$ cat src/rtl/seqcheck_pkg.sv
// Shared definitions for the seqcheck serial line (seq_gen transmitter, seq_check receiver).
package seqcheck_pkg;

  typedef enum logic [1:0] {
    StIdle,
    StShift,
    StGap,
    StDone
  } seq_state_e;

  localparam int unsigned PatWDefault = 8;
  localparam int unsigned RepWDefault = 4;
  localparam int unsigned GapDefault  = 2;

endpackage

$ cat src/rtl/seq_shreg.sv
// Loadable left-shift register; the serial bit is always the MSB of the stored word.
module seq_shreg #(
  parameter int unsigned WIDTH = 8
) (
  input  logic             clk,
  input  logic             rst_n,
  input  logic             clear,
  input  logic             load,
  input  logic             shift,
  input  logic [WIDTH-1:0] din,
  output logic             msb_out
);

  logic [WIDTH-1:0] data_q;

  always_ff @(posedge clk or negedge rst_n) begin
    if (!rst_n) begin
      data_q <= '0;
    end else if (clear) begin
      data_q <= '0;
    end else if (load) begin
      data_q <= din;
    end else if (shift) begin
      data_q <= {data_q[WIDTH-2:0], 1'b0};
    end
  end

  assign msb_out = data_q[WIDTH-1];

endmodule

$ cat src/rtl/seq_gen.sv
// Serial pattern transmitter: sends pat MSB-first, reps copies separated by GAP idle cycles.
module seq_gen
  import seqcheck_pkg::*;
#(
  parameter int unsigned PAT_W = PatWDefault,
  parameter int unsigned REP_W = RepWDefault,
  parameter int unsigned GAP   = GapDefault
) (
  input  logic                       clk,
  input  logic                       rst_n,
  input  logic                       start,
  input  logic [PAT_W-1:0]           pat,
  input  logic [$clog2(PAT_W+1)-1:0] pat_len,
  input  logic [REP_W-1:0]           reps,
  input  logic                       abort,
  output logic                       out_sig,
  output logic                       out_valid,
  output logic                       busy,
  output logic                       done
);

  localparam int unsigned LenW = $clog2(PAT_W + 1);
  localparam int unsigned GapW = (GAP > 0) ? $clog2(GAP + 1) : 1;

  seq_state_e       state_q;
  logic [PAT_W-1:0] pat_q;
  logic [LenW-1:0]  len_q;
  logic [LenW-1:0]  bit_cnt_q;
  logic [REP_W-1:0] rep_cnt_q;
  logic [GapW-1:0]  gap_cnt_q;
  logic             out_valid_q;
  logic             busy_q;
  logic             done_q;

  logic             len_ok;
  logic             accept;
  logic             sh_clear;
  logic             sh_load;
  logic             sh_shift;
  logic [PAT_W-1:0] sh_din;

  // Left-align the pattern so its first bit (p[l-1]) sits in the register MSB.
  function automatic logic [PAT_W-1:0] align(input logic [PAT_W-1:0] p, input logic [LenW-1:0] l);
    return p << (LenW'(PAT_W) - l);
  endfunction

  assign len_ok = (pat_len != '0) && (pat_len <= LenW'(PAT_W));
  // DONE samples start like IDLE so back-to-back transfers have no dead cycle.
  assign accept = start && len_ok && (reps != '0) &&
                  ((state_q == StIdle) || ((state_q == StDone) && !abort));

  always_comb begin
    sh_clear = 1'b0;
    sh_load  = 1'b0;
    sh_shift = 1'b0;
    sh_din   = align(pat_q, len_q);
    if (accept) begin
      sh_load = 1'b1;
      sh_din  = align(pat, pat_len);
    end else begin
      unique case (state_q)
        StShift: begin
          if (abort) begin
            sh_clear = 1'b1;
          end else if (bit_cnt_q > LenW'(1)) begin
            sh_shift = 1'b1;
          end else if ((rep_cnt_q > REP_W'(1)) && (GAP == 0)) begin
            sh_load = 1'b1;
          end else begin
            sh_clear = 1'b1;
          end
        end
        StGap: begin
          if (abort) begin
            sh_clear = 1'b1;
          end else if (gap_cnt_q <= GapW'(1)) begin
            sh_load = 1'b1;
          end
        end
        default: ;
      endcase
    end
  end

  seq_shreg #(
    .WIDTH (PAT_W)
  ) u_shreg (
    .clk     (clk),
    .rst_n   (rst_n),
    .clear   (sh_clear),
    .load    (sh_load),
    .shift   (sh_shift),
    .din     (sh_din),
    .msb_out (out_sig)
  );

  always_ff @(posedge clk or negedge rst_n) begin
    if (!rst_n) begin
      state_q     <= StIdle;
      pat_q       <= '0;
      len_q       <= '0;
      bit_cnt_q   <= '0;
      rep_cnt_q   <= '0;
      gap_cnt_q   <= '0;
      out_valid_q <= 1'b0;
      busy_q      <= 1'b0;
      done_q      <= 1'b0;
    end else begin
      done_q <= 1'b0;
      if (accept) begin
        state_q     <= StShift;
        pat_q       <= pat;
        len_q       <= pat_len;
        bit_cnt_q   <= pat_len;
        rep_cnt_q   <= reps;
        gap_cnt_q   <= '0;
        out_valid_q <= 1'b1;
        busy_q      <= 1'b1;
      end else if (abort && (state_q != StIdle)) begin
        state_q     <= StIdle;
        bit_cnt_q   <= '0;
        rep_cnt_q   <= '0;
        gap_cnt_q   <= '0;
        out_valid_q <= 1'b0;
        busy_q      <= 1'b0;
      end else begin
        unique case (state_q)
          StShift: begin
            if (bit_cnt_q > LenW'(1)) begin
              bit_cnt_q <= bit_cnt_q - LenW'(1);
            end else if (rep_cnt_q > REP_W'(1)) begin
              rep_cnt_q <= rep_cnt_q - REP_W'(1);
              if (GAP == 0) begin
                bit_cnt_q <= len_q;
              end else begin
                state_q     <= StGap;
                gap_cnt_q   <= GapW'(GAP);
                out_valid_q <= 1'b0;
              end
            end else begin
              state_q     <= StDone;
              out_valid_q <= 1'b0;
              done_q      <= 1'b1;
            end
          end
          StGap: begin
            if (gap_cnt_q > GapW'(1)) begin
              gap_cnt_q <= gap_cnt_q - GapW'(1);
            end else begin
              state_q     <= StShift;
              gap_cnt_q   <= '0;
              bit_cnt_q   <= len_q;
              out_valid_q <= 1'b1;
            end
          end
          StDone: begin
            state_q   <= StIdle;
            bit_cnt_q <= '0;
            rep_cnt_q <= '0;
            busy_q    <= 1'b0;
          end
          default: ;
        endcase
      end
    end
  end

  assign out_valid = out_valid_q;
  assign busy      = busy_q;
  assign done      = done_q;

endmodule
$ cat config.mk
export PLATFORM = sky130hd
export DESIGN_NAME = seq_gen
export DESIGN_NICKNAME = d
export VERILOG_FILES = /design/src/rtl/seqcheck_pkg.sv /design/src/rtl/seq_shreg.sv /design/src/rtl/seq_gen.sv
export SDC_FILE = /design/constraint.sdc
export NUM_CORES = 1
export LEC_CHECK = 0
export CORE_MARGIN = 5
export CORE_UTILIZATION = 55
export CTS_BUF_LIST = sky130_fd_sc_hd__clkbuf_2
export DETAILED_ROUTE_END_ITERATION = 16
export PLACE_DENSITY = 0.77
export SYNTH_ARGS = -nofsm -noshare
export SYNTH_HDL_FRONTEND = slang
export SYNTH_SLANG_ARGS = --single-unit
$ cat constraint.sdc
create_clock -name clk -period 3.95 [get_ports clk]
set_input_delay 0.79 -clock clk [delete_from_list [all_inputs] [get_ports clk]]
set_output_delay 0.79 -clock clk [all_outputs]
set_load 0.005 [all_outputs]
==> results.toml <==
[run_status]
outcome = "complete, no violations"

[detailed_routing]
wl_met3_um = 347
postRouteAntennaNets = 0
totalWireLength_um = 6770
top_layer_used = "met4"
drt_iter0_drc = 221
dr_wl_met2_um = 3450
remaining_drc_errors = 0
first_pass_iters = 4
wire_per_inst_um = 17.0
viasPerCell = 6.14
drt-met1-wl_um = 2800
vias = 2451

[worst_setup_path]
r2r-start = "len_q[0]"
crit_path_top_delay_cell = "clkdlybuf4s50_1"
crit_buf_inv = 2
cp_data_arrival_time_ns = 3.21
worstPathCellList = "clkdlybuf4s50_1 > inv_1 > ha_1 > nor2b_2 > xnor2_2 > nand3_2 > a2111oi_0 > a221o_1"
critPathLaunchType = "input port"
cpPeakStageDelay_ns = 0.57
endpoint_kind = "flip-flop"
r2r_slack_ns = 1.30
crit_fanout = 14
cp_top_family = "compound AO/OA/AOI/OAI gates"
required_ns = 4.27
path_class = "in2reg"
ff2ff_path_depth = 6
rr_endpoint = "u_shreg.data_q[7]"

[worst_hold_path]
holdPathEnd = "busy"
worstHoldStart = "busy"
hp-class = "reg2reg"
whs_path_depth = 2

[synthesis]
synth_top_area_share = 0.321
synth_area_leaders = "dfrtp_1 32%, nand2_1 6.9%, mux2i_1 5.9%"
synthFlopType = "dfrtp_1"
ys_async_sr_fraction = 1.00
syn-num-nets = 343
ys.warnings.count = 0
seq_area_frac_synth = 0.321
synth_top_cell_by_area = "dfrtp_1"
synthCells = 313
synth_cell_types = 64
synth_seq_cells = 35
postSynthAreaPerCell_um2 = 8.71
synth_edf_count = 0
syn_area_um2 = 2730

[timing]
post-route-min-period_ns = 2.89
rsz0062_at_grt = "no"
fmax_ghz = 0.346
finalHoldViolCount = 0
slew-limit-headroom = 0.574
hold_ws_ns = 0.505
setup_viol = 0
fin_crit_sh = 0.732
tightest_slew_ns = 0.638
setup_tns_ns = 0
drv_slew = 0
skew_ns = 0.00809

[die]
die_area_um2 = 6460
die_w_um = 80.4
row_count = 25
core_area_um2 = 4750
chipHeight_um = 80.4
start_util = 0.573
ioPinCount = 24

[place]
post-dp-hpwl_um = 5110
routabilityCongestion = 0.863
port_buffers = 23
dp.cells = 391

[clock_tree]
cts-root-buf = "clkbuf_2"
worstSkewPairLatency_ns = 0.37
cts_buffers = 5
clkSinkCount = 35
hold_buffers = 0
cts.repair.resized = 0
clk_path_buf_depth = 2
tritoncts = "built"
post-cts-setup-buffers = 0
h-tree-depth = 2
clkTransAtPathRegs_ns = 0.18

[cells_and_area]
fillers = 443
final_layout_size_suffix_gt1_frac = 0.105
finalNonFillerCells = 399
multi_input_area_um2 = 1720
diodes = 0
area_growth_pct = 11.2
regArea_um2 = 876
fin_nets = 361

[power_and_ir_drop]
leakagePower_nw = 1.34
peakVddDrop_mv = 0.343
p_per_area_nw_per_um2 = 742

[grt]
gr-total-overflow = 0
grt_pass1_wl_um = 11300
grt_pass1_vias = 2408
grtUsageTotal = 0.225
grt_max_degree = 36
antenna_found_initial = 0

[run]
max_cap_viol_count = 0
[state kept, by name, indices dropped and copies added (netlist names), 2 cells and up]
signal and cells:
rep_cnt_q 4, u_shreg.data_q 8, bit_cnt_q 4, len_q 4, pat_q 8, gap_cnt_q 2
state_q 2
[layer usage]
metal	vias up	GRT usage
met3	16	0.0359
met5	-	0
met4	0	0.0878
met2	78	0.396
met1	1172	0.272
li1	1185	-
[worst max-delay path by stage]
stage,start,to,slack (ns),depth (start not counted)
after global placement,pat_len[1],u_shreg.data_q[6],0.80,8
final,pat_len[1],u_shreg.data_q[3],1.06,8
after CTS,pat_len[1],u_shreg.data_q[3],1.08,8
after floorplan,pat_len[0],u_shreg.data_q[3],1.34,9
after detailed placement,pat_len[1],u_shreg.data_q[3],0.68,8
after global routing,pat_len[1],u_shreg.data_q[3],0.89,8
[stage by stage]
stage / power (W) / util / instance area [µm²] / setup slack [ns]
4_1_cts: 0.00225 / 0.637 / 3030 / 1.08
2_1_floorplan: 0.00176 / - / 2730 / 1.34
5_1_grt: 0.00245 / 0.637 / 3030 / 0.887
3_3_place_gp: 0.00204 / 0.629 / 2990 / 0.804
3_5_place_dp: 0.00207 / 0.629 / 2990 / 0.681
6_report: 0.00225 / 0.637 / 3030 / 1.06
[layout by cell type, fill, tap and decap left out, types with 4 or more instances in the layout]
master / n
buf_4: 4
a221o_1: 4
nand3_1: 5
clkbuf_2: 7
mux2_2: 6
nor2b_1: 7
nor3_1: 7
nor2_1: 22
inv_1: 14
nand2_1: 50
nor4_1: 6
ha_1: 10
a21oi_1: 14
a221oi_1: 4
o21ai_0: 11
dfrtp_1: 35
clkdlybuf4s50_1: 23
a31oi_1: 7
mux2i_1: 16
o31ai_1: 5
xor2_1: 4
or3_1: 5
[worst min-delay path, cell delays in order (launching register included)]
cell and delay, ns:
dfrtp_1 0.38, nand2_1 0.05, nand2_1 0.06
[power breakdown]
group	total (W)	internal, W	switching (W)
sequential	0.000684	0.000507	0.000177
combinational	0.00139	0.000634	0.000758
clock	0.000172	0.0000484	0.000123
total	0.00225	0.00119	0.00106
[cell usage after synthesis, types with 5 or more instances]
cell      instances
o21ai_0          11
mux2_2            6
o31ai_1           5
nand3_1           5
nor2b_1           7
a21oi_1          14
nor2_1           22
clkbuf_1          7
or3_1             5
nor3_1            7
mux2i_1          16
inv_1            14
nor4_1            6
dfrtp_1          35
nand2_1          50
ha_1             10
a31oi_1           7
buf_2             7
[kinds of logic (layout without fill, tap and decap cells)]
family / after synthesis / in the layout / share of synthesized area
AOI/OAI and AO/OA: 83 / 83 / 0.222
xor gates and xnor gates: 7 / 7 / 0.0307
adders and majority gates: 10 / 10 / 0.0459
buffers and inverters: 30 / 49 / 0.0486
DFF: 35 / 35 / 0.321
muxes: 25 / 25 / 0.108
and+or+nand+nor: 123 / 123 / 0.223
[final cells by class]
| class | count | share of cell area |
|---|---|---|
| multi-input cells | 248 | 0.567 |
| flip-flops and latches | 35 | 0.289 |
| repair buffers | 27 | 0.0859 |
| well taps | 67 | 0.0277 |
| inverters | 14 | 0.0173 |
| clock buffers | 7 | 0.0116 |
| clock inverters | 1 | 0.00165 |
Note: power is estimated with default switching activity, not from simulation.
